===== src/rtl/rr_arbiter_n.sv =====
// rr_arbiter_n: N-requester round-robin arbiter with a registered one-hot grant.
// A grant stays with its owner while that owner keeps requesting. If MAX_HOLD
// is nonzero, the owner is forced to hand off after MAX_HOLD consecutive cycles
// whenever another requester is waiting.
//
// Ports:
//   clock        rising-edge clock
//   reset        synchronous, active-high reset
//   req          request vector, bit i = requester i
//   grant        registered one-hot grant, all-zero when idle
//   grant_idx    index of the current owner, 0 when idle
//   grant_valid  high when any grant bit is set
//   preempt      one-cycle pulse in the first grant cycle after a forced handoff
module rr_arbiter_n #(
  parameter int NUM_REQ  = 4,
  parameter int IDX_W    = 2,
  parameter int MAX_HOLD = 0,
  parameter int HOLD_W   = 8
) (
  input  logic               clock,
  input  logic               reset,
  input  logic [NUM_REQ-1:0] req,
  output logic [NUM_REQ-1:0] grant,
  output logic [IDX_W-1:0]   grant_idx,
  output logic               grant_valid,
  output logic               preempt
);

  typedef enum logic {IDLE, BUSY} state_t;

  localparam logic [HOLD_W-1:0] HOLD_LIM = HOLD_W'(MAX_HOLD);

  state_t              state, state_n;
  logic [IDX_W-1:0]    ptr, ptr_n;
  logic [HOLD_W-1:0]   hold_cnt, hold_n;
  logic [NUM_REQ-1:0]  grant_n;
  logic [IDX_W-1:0]    idx_n;
  logic                preempt_n;

  logic [NUM_REQ-1:0]  cand;
  logic                hi_found, lo_found, win_found;
  logic [IDX_W-1:0]    hi_idx, lo_idx, win_idx;

  function automatic logic [IDX_W-1:0] wrap_inc(input logic [IDX_W-1:0] i);
    if (32'(i) == 32'(NUM_REQ - 1)) return '0;
    else return i + 1'b1;
  endfunction

  // While busy, ptr always equals owner+1, so searching from ptr with the
  // owner masked out is the same as searching from owner+1 excluding owner.
  always_comb begin
    cand     = (state == BUSY) ? (req & ~grant) : req;
    hi_found = 1'b0;
    lo_found = 1'b0;
    hi_idx   = '0;
    lo_idx   = '0;
    for (int unsigned j = 0; j < NUM_REQ; j++) begin
      if (cand[j]) begin
        if (j >= 32'(ptr)) begin
          if (!hi_found) begin
            hi_found = 1'b1;
            hi_idx   = IDX_W'(j);
          end
        end else if (!lo_found) begin
          lo_found = 1'b1;
          lo_idx   = IDX_W'(j);
        end
      end
    end
    win_found = hi_found | lo_found;
    win_idx   = hi_found ? hi_idx : lo_idx;
  end

  always_comb begin
    state_n   = state;
    ptr_n     = ptr;
    hold_n    = hold_cnt;
    grant_n   = grant;
    idx_n     = grant_idx;
    preempt_n = 1'b0;
    case (state)
      IDLE: begin
        if (win_found) begin
          state_n = BUSY;
          grant_n = NUM_REQ'(1) << win_idx;
          idx_n   = win_idx;
          hold_n  = HOLD_W'(1);
          ptr_n   = wrap_inc(win_idx);
        end else begin
          grant_n = '0;
          idx_n   = '0;
          hold_n  = '0;
        end
      end
      BUSY: begin
        if ((req & grant) == '0) begin
          state_n = IDLE;
          grant_n = '0;
          idx_n   = '0;
          hold_n  = '0;
        end else if (MAX_HOLD == 0) begin
          hold_n = (hold_cnt == '1) ? hold_cnt : hold_cnt + 1'b1;
        end else if (hold_cnt < HOLD_LIM) begin
          hold_n = hold_cnt + 1'b1;
        end else if (win_found) begin
          grant_n   = NUM_REQ'(1) << win_idx;
          idx_n     = win_idx;
          hold_n    = HOLD_W'(1);
          ptr_n     = wrap_inc(win_idx);
          preempt_n = 1'b1;
        end
      end
      default: begin
        state_n = IDLE;
        grant_n = '0;
        idx_n   = '0;
        hold_n  = '0;
      end
    endcase
  end

  always_ff @(posedge clock) begin
    if (reset) begin
      state     <= IDLE;
      ptr       <= '0;
      hold_cnt  <= '0;
      grant     <= '0;
      grant_idx <= '0;
      preempt   <= 1'b0;
    end else begin
      state     <= state_n;
      ptr       <= ptr_n;
      hold_cnt  <= hold_n;
      grant     <= grant_n;
      grant_idx <= idx_n;
      preempt   <= preempt_n;
    end
  end

  assign grant_valid = |grant;

endmodule


===== config.mk =====
export PLATFORM = sky130hd
export DESIGN_NAME = rr_arbiter_n
export DESIGN_NICKNAME = d
export VERILOG_FILES = /design/src/rtl/rr_arbiter_n.sv
export SDC_FILE = /design/constraint.sdc
export NUM_CORES = 1
export LEC_CHECK = 0
export BUFFER_PORTS_ARGS = -buffer_cell sky130_fd_sc_hd__buf_2
export CORE_AREA = 2 2 39 41
export CTS_BUF_LIST = sky130_fd_sc_hd__clkbuf_8
export CTS_CLUSTER_DIAMETER = 150
export DETAILED_ROUTE_END_ITERATION = 10
export DIE_AREA = 0 0 41 43
export GPL_ROUTABILITY_DRIVEN = 0
export PLACE_DENSITY_LB_ADDON = 0.15
export SYNTH_ARGS = -nofsm -noshare
export SYNTH_HDL_FRONTEND = slang
export SYNTH_SLANG_ARGS = --single-unit

===== constraint.sdc =====
create_clock -name clock -period 2.65 [get_ports clock]
set_clock_uncertainty 0.1 [all_clocks]
set_input_delay 0.1325 -clock clock [delete_from_list [all_inputs] [get_ports clock]]
set_output_delay 0.1325 -clock clock [all_outputs]
set_load 0.02 [all_outputs]

## Word level (Yosys, flattened, before mapping)

Cells that the tools add are included.

| storage, ports and cells | value |
|---|---|
| flip-flop bits (word level) | 9 |
| bits in latches | 0 |
| bits in writable memories | 0 |
| bits in read-only memories | 0 |
| bits of input ports | 6 |
| output and inout port bits | 8 |
| word-level logic and storage cells | 61 |
| memories | 0 |

| operators by class | value |
|---|---|
| add/sub/neg operators | 1 |
| multiply operators | 0 |
| divide/modulo/power cells | 0 |
| order comparisons | 3 |
| equality and inequality tests | 3 |
| shift operators | 1 |
| multiplexer cells | 41 |
| bitwise gates (word level) | 5 |
| reduce and logical (&&, ||, !) cells | 3 |

Operators by type and width:

| cell | number |
|---|---|
| $mux W2 | 14 |
| $mux W1 | 21 |
| $mux W4 | 3 |
| $and A4 B4 Y4 | 2 |
| $pmux W4 S2 | 1 |
| $ge A1 B2 Y1 const A | 2 |
| $logic_not A4 Y1 | 1 |
| $not A4 Y4 | 1 |
| $pmux W2 S2 | 1 |
| $reduce_or A4 Y1 | 1 |
| $shl A1 B2 Y4 const A | 1 |
| $add A2 B1 Y2 const B | 1 |
| $eq A2 B2 Y1 const B | 1 |
| $ge A2 B2 Y1 const A | 1 |
| $ne A2 B1 Y1 const B | 1 |
| $ne A2 B2 Y1 const B | 1 |
| $pmux W1 S2 | 1 |
| $reduce_and A2 Y1 | 1 |
| $not A1 Y1 | 1 |
| $or A1 B1 Y1 | 1 |

## Depth between registers and ports, before layout

Gate-level depths: netlist (run 1).

| logic depth | value |
|---|---|
| word-level depth | 17 |
| depth in mapped cells | 8 |
| depth with buffers taken out | 7 |

## Worst setup path before layout (run 1)

Ideal clock, no wire load.

| timing | value |
|---|---|
| path type | register to register |
| start | register grant[0] |
| end | register grant[1] |
| library setup time | 0.128 ns |
| arrival time | 1.652 ns |
| required time | 2.422 ns |
| setup slack | 0.771 ns |
| cell stages (with the launch flop) | 8 |
| path buffers | 0 |
| cells stage by stage | dfxtp_1 a21boi_0 a211oi_1 nor2_1 or2_2 ha_1 a22oi_1 nor2_1 |

| on the way | value |
|---|---|
| longest elaborated chain between the ends | 16 |
| elaborated cells on any way between the ends | 36 |

RTL lines:

| what | line | source |
|---|---|---|
| from (decl) | 23 | `output logic [NUM_REQ-1:0] grant,` |
| from (signal assigned) | 134 | `grant <= grant_n;` |
| $not A4 Y4 | 52 | `cand = (state == BUSY) ? (req & ~grant) : req;` |
| $and A4 B4 Y4 | 52 |  |
| $mux W4 | 52 |  |
| $mux W1 | 58 | `if (cand[j]) begin` |
| $mux W1 | 60 | `if (!hi_found) begin` |
| $mux W1 | 59 | `if (j >= 32'(ptr)) begin` |
| $mux W1 | 58 |  |
| $mux W2 | 60 |  |
| $mux W2 | 59 |  |
| $mux W2 | 58 |  |
| $mux W2 | 60 |  |
| $mux W2 | 58 |  |
| $mux W2 | 71 | `win_idx = hi_found ? hi_idx : lo_idx;` |
| $shl A1 B2 Y4 | - |  |
| $mux W4 | 83 | `if (win_found) begin` |
| $pmux W4 S2 | 81 | `case (state)` |

Several ways; a longest one is shown, not always the timed one.
A chain may end at the register's enable or synchronous reset.

## Worst setup path in the final report (run 1)

| timing | value |
|---|---|
| start | register state |
| end | register grant[0] |

| on the way | value |
|---|---|
| longest elaborated chain between the ends | 14 |
| elaborated cells on any way between the ends | 33 |

RTL lines:

| what | line | source |
|---|---|---|
| from (decl) | 33 | `state_t state, state_n;` |
| from (signal assigned) | 131 | `state <= state_n;` |
| $mux W4 | 52 |  |
| $mux W1 | 58 |  |
| $mux W1 | 60 |  |
| $mux W1 | 59 |  |
| $mux W1 | 58 |  |
| $mux W2 | 60 |  |
| $mux W2 | 59 |  |
| $mux W2 | 58 |  |
| $mux W2 | 60 |  |
| $mux W2 | 58 |  |
| $mux W2 | 71 |  |
| $shl A1 B2 Y4 | - |  |
| $mux W4 | 83 |  |
| $pmux W4 S2 | 81 |  |

Several ways; a longest one is shown, not always the timed one.

==> results.json, run 1 <==
{
  "status": "complete, no violations",
  "r2r_start": "state$_SDFF_PP0_",
  "drc_errors": 0,
  "fillers": 144,
  "area_growth_syn_to_layout_pct": 18.0,
  "worstMarginPinSlew_ns": 0.566,
  "dp_slack_ns": 0.740,
  "layout_common_cells": "buf_2 (12), nor2_1 (10), dfxtp_1 (9)",
  "min_period_over_period_pct": 72.0,
  "worstHoldStart": "reset",
  "cts_buffer_depth": 2,
  "ctsRootBufferMaster": "clkbuf_8",
  "grt_setup_unrepaired": "false",
  "grt_pass1_vias": 429,
  "gr-total-overflow": 0,
  "cap_violations": 0,
  "ir_drop_uv": 365,
  "io_pins": 14,
  "ys_ff_latch": 9,
  "dp_hpwl_um": 873,
  "fin_tns_setup_ns": 0,
  "drt-total-wl_um": 1130,
  "postLayoutCoreUtil_pct": 48.6,
  "seq_area_um2": 180,
  "coreArea_um2": 1380,
  "rrSetupSlack_ns": 0.74,
  "cts_sinks": 9,
  "setup_slack_ns": 0.742,
  "clkTransAtPathRegs_ns": 0.04,
  "required_ns": 2.67,
  "grt_pass1_wl_um": 1820,
  "firstDrtPassIters": 3,
  "synth_cell_type_count": 27,
  "dieArea_um2": 1760,
  "cts_buffers": 3,
  "yosysWarnings": 0,
  "cts_hold_buf": 0,
  "synthCells": 62,
  "min_path_type": "in2reg",
  "postCtsSetupRepairBufs": 0,
  "hold_violations": 0,
  "multi_input_area_um2": 360,
  "first_iter_violations": 11,
  "final_nets": 86,
  "syn_area_per_cell_um2": 9.20,
  "die_w_um": 41,
  "finalMaxSlewViolations": 0,
  "setup_viol": 0,
  "ys_seq_area_share_pct": 31.6,
  "slew_headroom_pct": 62.2,
  "power_mw": 0.478,
  "grt_start_max_net_pins": 12,
  "final_common_cell": "buf_2",
  "drive_gt1_share_pct": 32.0,
  "holdPathStages": 2,
  "max_freq_mhz": 524,
  "synth_nets": 72,
  "post_cts_resized": 0,
  "cp_max_fo": 8,
  "syn-cell-area_um2": 571,
  "ctsHtreeMaxLevel": 1,
  "die_h_um": 43,
  "vias": 499,
  "ant_nets": 0,
  "crit_arrival_ns": 1.93,
  "tritoncts": "done",
  "rows": 14,
  "critPathLaunchType": "register",
  "grt_usage_pct": 15.8,
  "wire_per_inst_um": 12.4,
  "antenna_cells": 0,
  "worst_setup_path_end_kind": "register",
  "whs_endpoint": "grant[3]$_SDFFE_PP0P_",
  "pwr_density_cell_nw_per_um2": 711,
  "crit_type": "reg2reg",
  "r2r_end": "grant[0]$_SDFFE_PP0P_",
  "leakage_nw": 0.326,
  "antenna_found_initial": 0,
  "clock_latency_ns": 0.23,
  "floorplan.initialDensity_pct": 41.2,
  "worst_r2r_path_depth": 7,
  "finalCriticalPeriod_ns": 1.91,
  "via_per_inst": 5.48,
  "numPortBuffers": 12
}
-- power by group --
| group | switching [mW] | leakage [nW] | internal [mW] |
|---|---|---|---|
| registers | 0.0223 | 0.0741 | 0.154 |
| logic | 0.0847 | 0.225 | 0.0640 |
| clock network | 0.0527 | 0.0269 | 0.101 |
| total | 0.160 | 0.326 | 0.319 |
-- cells by family after synthesis --
logic type	after synthesis	share of synthesized area, %
other cells	1	0.657
fa+ha+maj	4	8.77
flops	9	31.6
buf+inv	5	5.26
compound gates	23	35.1
mux	1	1.75
simple gates	19	16.9
-- registers in the layout (all words and copies together) (netlist names) --
| register | count |
|---|---|
| grant_idx | 2 |
| state | 1 |
| grant | 4 |
| ptr | 2 |
-- worst max-delay path, cell delays in order, from the launching register on --
cell,delay [ns]
dfxtp_1,0.45
a21boi_0,0.17
a21o_1,0.22
a211oi_2,0.33
inv_1,0.11
ha_1,0.21
a22oi_1,0.16
nor2_1,0.05
-- cell type report --
type                    instances  area share (%)
clock buffers                   3            6.13
clock inverters                 1           0.558
inverters                       2            1.12
multi-input cells              48            53.5
flip-flops and latches          9            26.8
well taps                      16            2.97
repair buffers                 12            8.92
-- per-layer routing --
metal	share of wire [%]	vias up	global-route usage (%)	routed length, um
met5	0	-	0	0
met4	2.8	0	14.0	31
met3	3.7	4	3.14	42
met2	42	13	20.9	470
met1	52	228	20.3	581
li1	-	254	-	-
-- how the worst max path moves through the flow --
| stage | from | endpoint | slack [ns] | depth (start not counted) |
|---|---|---|---|---|
| finish | state$_SDFF_PP0_ | grant[0]$_SDFFE_PP0P_ | 0.74 | 7 |
| global route | state$_SDFF_PP0_ | grant[0]$_SDFFE_PP0P_ | 0.58 | 7 |
| CTS | state$_SDFF_PP0_ | grant[0]$_SDFFE_PP0P_ | 0.73 | 7 |
| detailed placement | state$_SDFF_PP0_ | grant[0]$_SDFFE_PP0P_ | 0.74 | 7 |
| global placement | state$_SDFF_PP0_ | grant[1]$_SDFFE_PP0P_ | 0.73 | 7 |
| floorplan | grant[0]$_SDFFE_PP0P_ | grant[1]$_SDFFE_PP0P_ | 0.77 | 7 |
-- cells in the mapped netlist --
library cell  count  area [um2]
a21bo_1           1        10.0
nor2_1           10        37.5
inv_1             2        7.51
ha_1              4        50.1
dfxtp_1           9         180
conb_1            1        3.75
buf_4             1        7.51
nor2_2            1        6.26
a211oi_1          2        15.0
a21boi_1          1        7.51
a21boi_0          2        15.0
a21bo_2           3        30.0
a211oi_2          1        12.5
nor4_1            1        6.26
buf_1             1        3.75
a22oi_1           6        45.0
o41ai_2           2        32.5
nand2b_1          1        6.26
nor3_1            1        5.00
or4_1             1        7.51
mux2i_1           1        10.0
o22ai_1           2        12.5
o21ai_0           1        5.00
buf_6             1        11.3
a21o_1            2        15.0
nand3b_1          2        15.0
or2_2             2        12.5
-- through the flow --
step	std cells	hold WS (ns)	instance area [um2]
2_1_floorplan	62	0.132	571
3_3_place_gp	87	0.348	628
3_5_place_dp	87	0.353	628
4_1_cts	91	0.112	673
5_1_grt	91	0.125	673
6_report	91	0.115	673
Power figures use the tool's default switching activity.
==> inputs of run 2 (changes only) <==
Clock period 2.65 ns to 1.75 ns, I/O delays scaled along.
==> results.json, run 2 (same netlist as run 1, synthesis figures left out) <==
{
  "status": "complete, but fails checks",
  "violations": "negative setup slack",
  "rows": 14,
  "area_growth_syn_to_layout_pct": 40.6,
  "p_int_mw": 0.547,
  "wire_per_inst_um": 14.8,
  "final_cells": 102,
  "dp_slack_ns": -0.0676,
  "cap_violations": 0,
  "leakage_nw": 0.388,
  "grt_pass1_wl_um": 2440,
  "via_per_inst": 5.41,
  "final_area_um2": 802,
  "cts_buffer_depth": 2,
  "coreArea_um2": 1380,
  "drive_gt1_share_pct": 53.5,
  "grt_usage_pct": 21.0,
  "ir_drop_uv": 577,
  "cp_top_family": "compound AO/OA/AOI/OAI gates",
  "cts_hold_buf": 0,
  "seqPwrFrac_pct": 30.7,
  "critical_path_depth": 7,
  "critPathMaxStageDelay_ns": 0.37,
  "finalMaxSlewViolations": 0,
  "setup_viol": 1,
  "largest_register": "grant",
  "die_h_um": 43,
  "ctsRootBufferMaster": "clkbuf_8",
  "io_pins": 14,
  "drc_errors": 0,
  "ctsHtreeMaxLevel": 1,
  "cp_max_fo": 8,
  "worst_setup_path_end_kind": "register",
  "critPathLaunchType": "register",
  "largest_reg_flops": 4,
  "p_comb_share_pct": 39.7,
  "r2r_start": "state$_SDFF_PP0_",
  "pwr_density_cell_nw_per_um2": 1050,
  "dp_hpwl_um": 1060,
  "ant_nets": 0,
  "clkTransAtPathRegs_ns": 0.05,
  "swShare_pct": 34.9,
  "vias": 552,
  "worst-path-buf-inv": 1,
  "max_freq_mhz": 566,
  "firstDrtPassIters": 4,
  "crit_arrival_ns": 1.78,
  "dp_cells": 98,
  "min_period_over_period_pct": 101,
  "numPortBuffers": 12,
  "rrSetupSlack_ns": -0.02,
  "antenna_cells": 0,
  "gr-total-overflow": 0,
  "required_ns": 1.77,
  "floorplan.initialDensity_pct": 41.2,
  "final_nets": 97,
  "r2r_end": "grant[2]$_SDFFE_PP0P_",
  "die_w_um": 41,
  "layout_common_cells": "buf_2 (12), buf_4 (11), nor2_1 (8)",
  "antenna_found_initial": 0,
  "worst_r2r_path_depth": 7,
  "dpl_cell_area_um2": 721,
  "postCtsSetupRepairBufs": 0,
  "clock_latency_ns": 0.24,
  "crit_path_start": "state$_SDFF_PP0_",
  "cts_buffers": 3,
  "grt_pass1_vias": 538,
  "first_iter_violations": 5,
  "slowest_stage": "dfxtp_4",
  "reg.largest.list": "grant: 4 flops, grant_idx: 2 flops, ptr: 2 flops",
  "p_sw_mw": 0.292,
  "min_path_type": "in2reg",
  "dieArea_um2": 1760,
  "crit_type": "reg2reg",
  "finalCriticalPeriod_ns": 1.77,
  "final_common_cell": "buf_2",
  "grt_setup_unrepaired": "true",
  "power_frac_clock_pct": 29.7,
  "cts_sinks": 9,
  "setup_slack_ns": -0.0178,
  "drt-total-wl_um": 1510,
  "crit_chain": "a21bo_1, a21o_1, a211oi_2, inv_1, ha_2, a22oi_1, nor2_1",
  "grt_start_max_net_pins": 12,
  "hold_violations": 0,
  "cp-endpoint": "grant[2]$_SDFFE_PP0P_",
  "tritoncts": "done"
}
## run 2: cell types whose count changed in the layout (fill, tap and decap cells not counted), moves of 2 or more
cell,delta
dfxtp_1,-3
ha_1,-2
nor2_1,-2
buf_4,+11
dfxtp_2,+2
nor2_2,+2
ha_2,+2
## run 2: worst min path at each step
stage          start                         to  slack, ns  cells past startpoint
3_5_place_dp   reset      grant[0]$_SDFFE_PP0P_       0.32                      2
3_3_place_gp   reset      grant[3]$_SDFFE_PP0P_       0.31                      2
2_1_floorplan  reset  grant_idx[1]$_SDFFE_PP0P_       0.09                      1
4_1_cts        reset      grant[0]$_SDFFE_PP0P_       0.07                      2
5_1_grt        reset      grant[1]$_SDFFE_PP0P_       0.08                      2
6_report       reset           state$_SDFF_PP0_       0.07                      2
## run 2: layer usage
metal / vias to the layer above / GRT usage, % / wire length, um
met5: - / 0 / 0
li1: 274 / - / -
met3: 5 / 3.14 / 77
met4: 0 / 12.0 / 34
met1: 257 / 27.5 / 654
met2: 16 / 31.3 / 738
## run 2: power by group through the flow
stage / Combinational, mW / Sequential [mW] / Clock, mW
2_1_floorplan: 0.169 / 0.280 / 0
3_3_place_gp: 0.306 / 0.259 / 0
3_5_place_dp: 0.307 / 0.259 / 0
4_1_cts: 0.322 / 0.256 / 0.249
5_1_grt: 0.366 / 0.261 / 0.261
6_report: 0.333 / 0.257 / 0.249
## run 2: what timing repair did
| action | CTS | global route |
|---|---|---|
| gates resized for setup | 6 | 6 |
| endpoints found under the setup margin | 4 | 5 |
| pin swaps | 1 | 6 |
## run 2: final cells by class
class / count / area [um2]
Fill cell: 131 / 582
Multi-Input combinational cell: 48 / 400
Clock buffer: 3 / 41.3
Timing Repair Buffer: 23 / 143
Clock inverter: 1 / 3.75
Tap cell: 16 / 20.0
Sequential cell: 9 / 186
Inverter: 2 / 7.51
## run 2: per-stage QoR
step	hold WS [ns]	setup TNS, ns	power [mW]	util (%)
6_report	0.0658	-0.0178	0.839	58.0
5_1_grt	0.0835	-0.302	0.888	58.0
4_1_cts	0.0711	-0.0247	0.827	56.4
3_5_place_dp	0.316	-0.175	0.566	52.1
3_3_place_gp	0.311	-0.0822	0.565	52.1
2_1_floorplan	0.0873	0	0.449	-
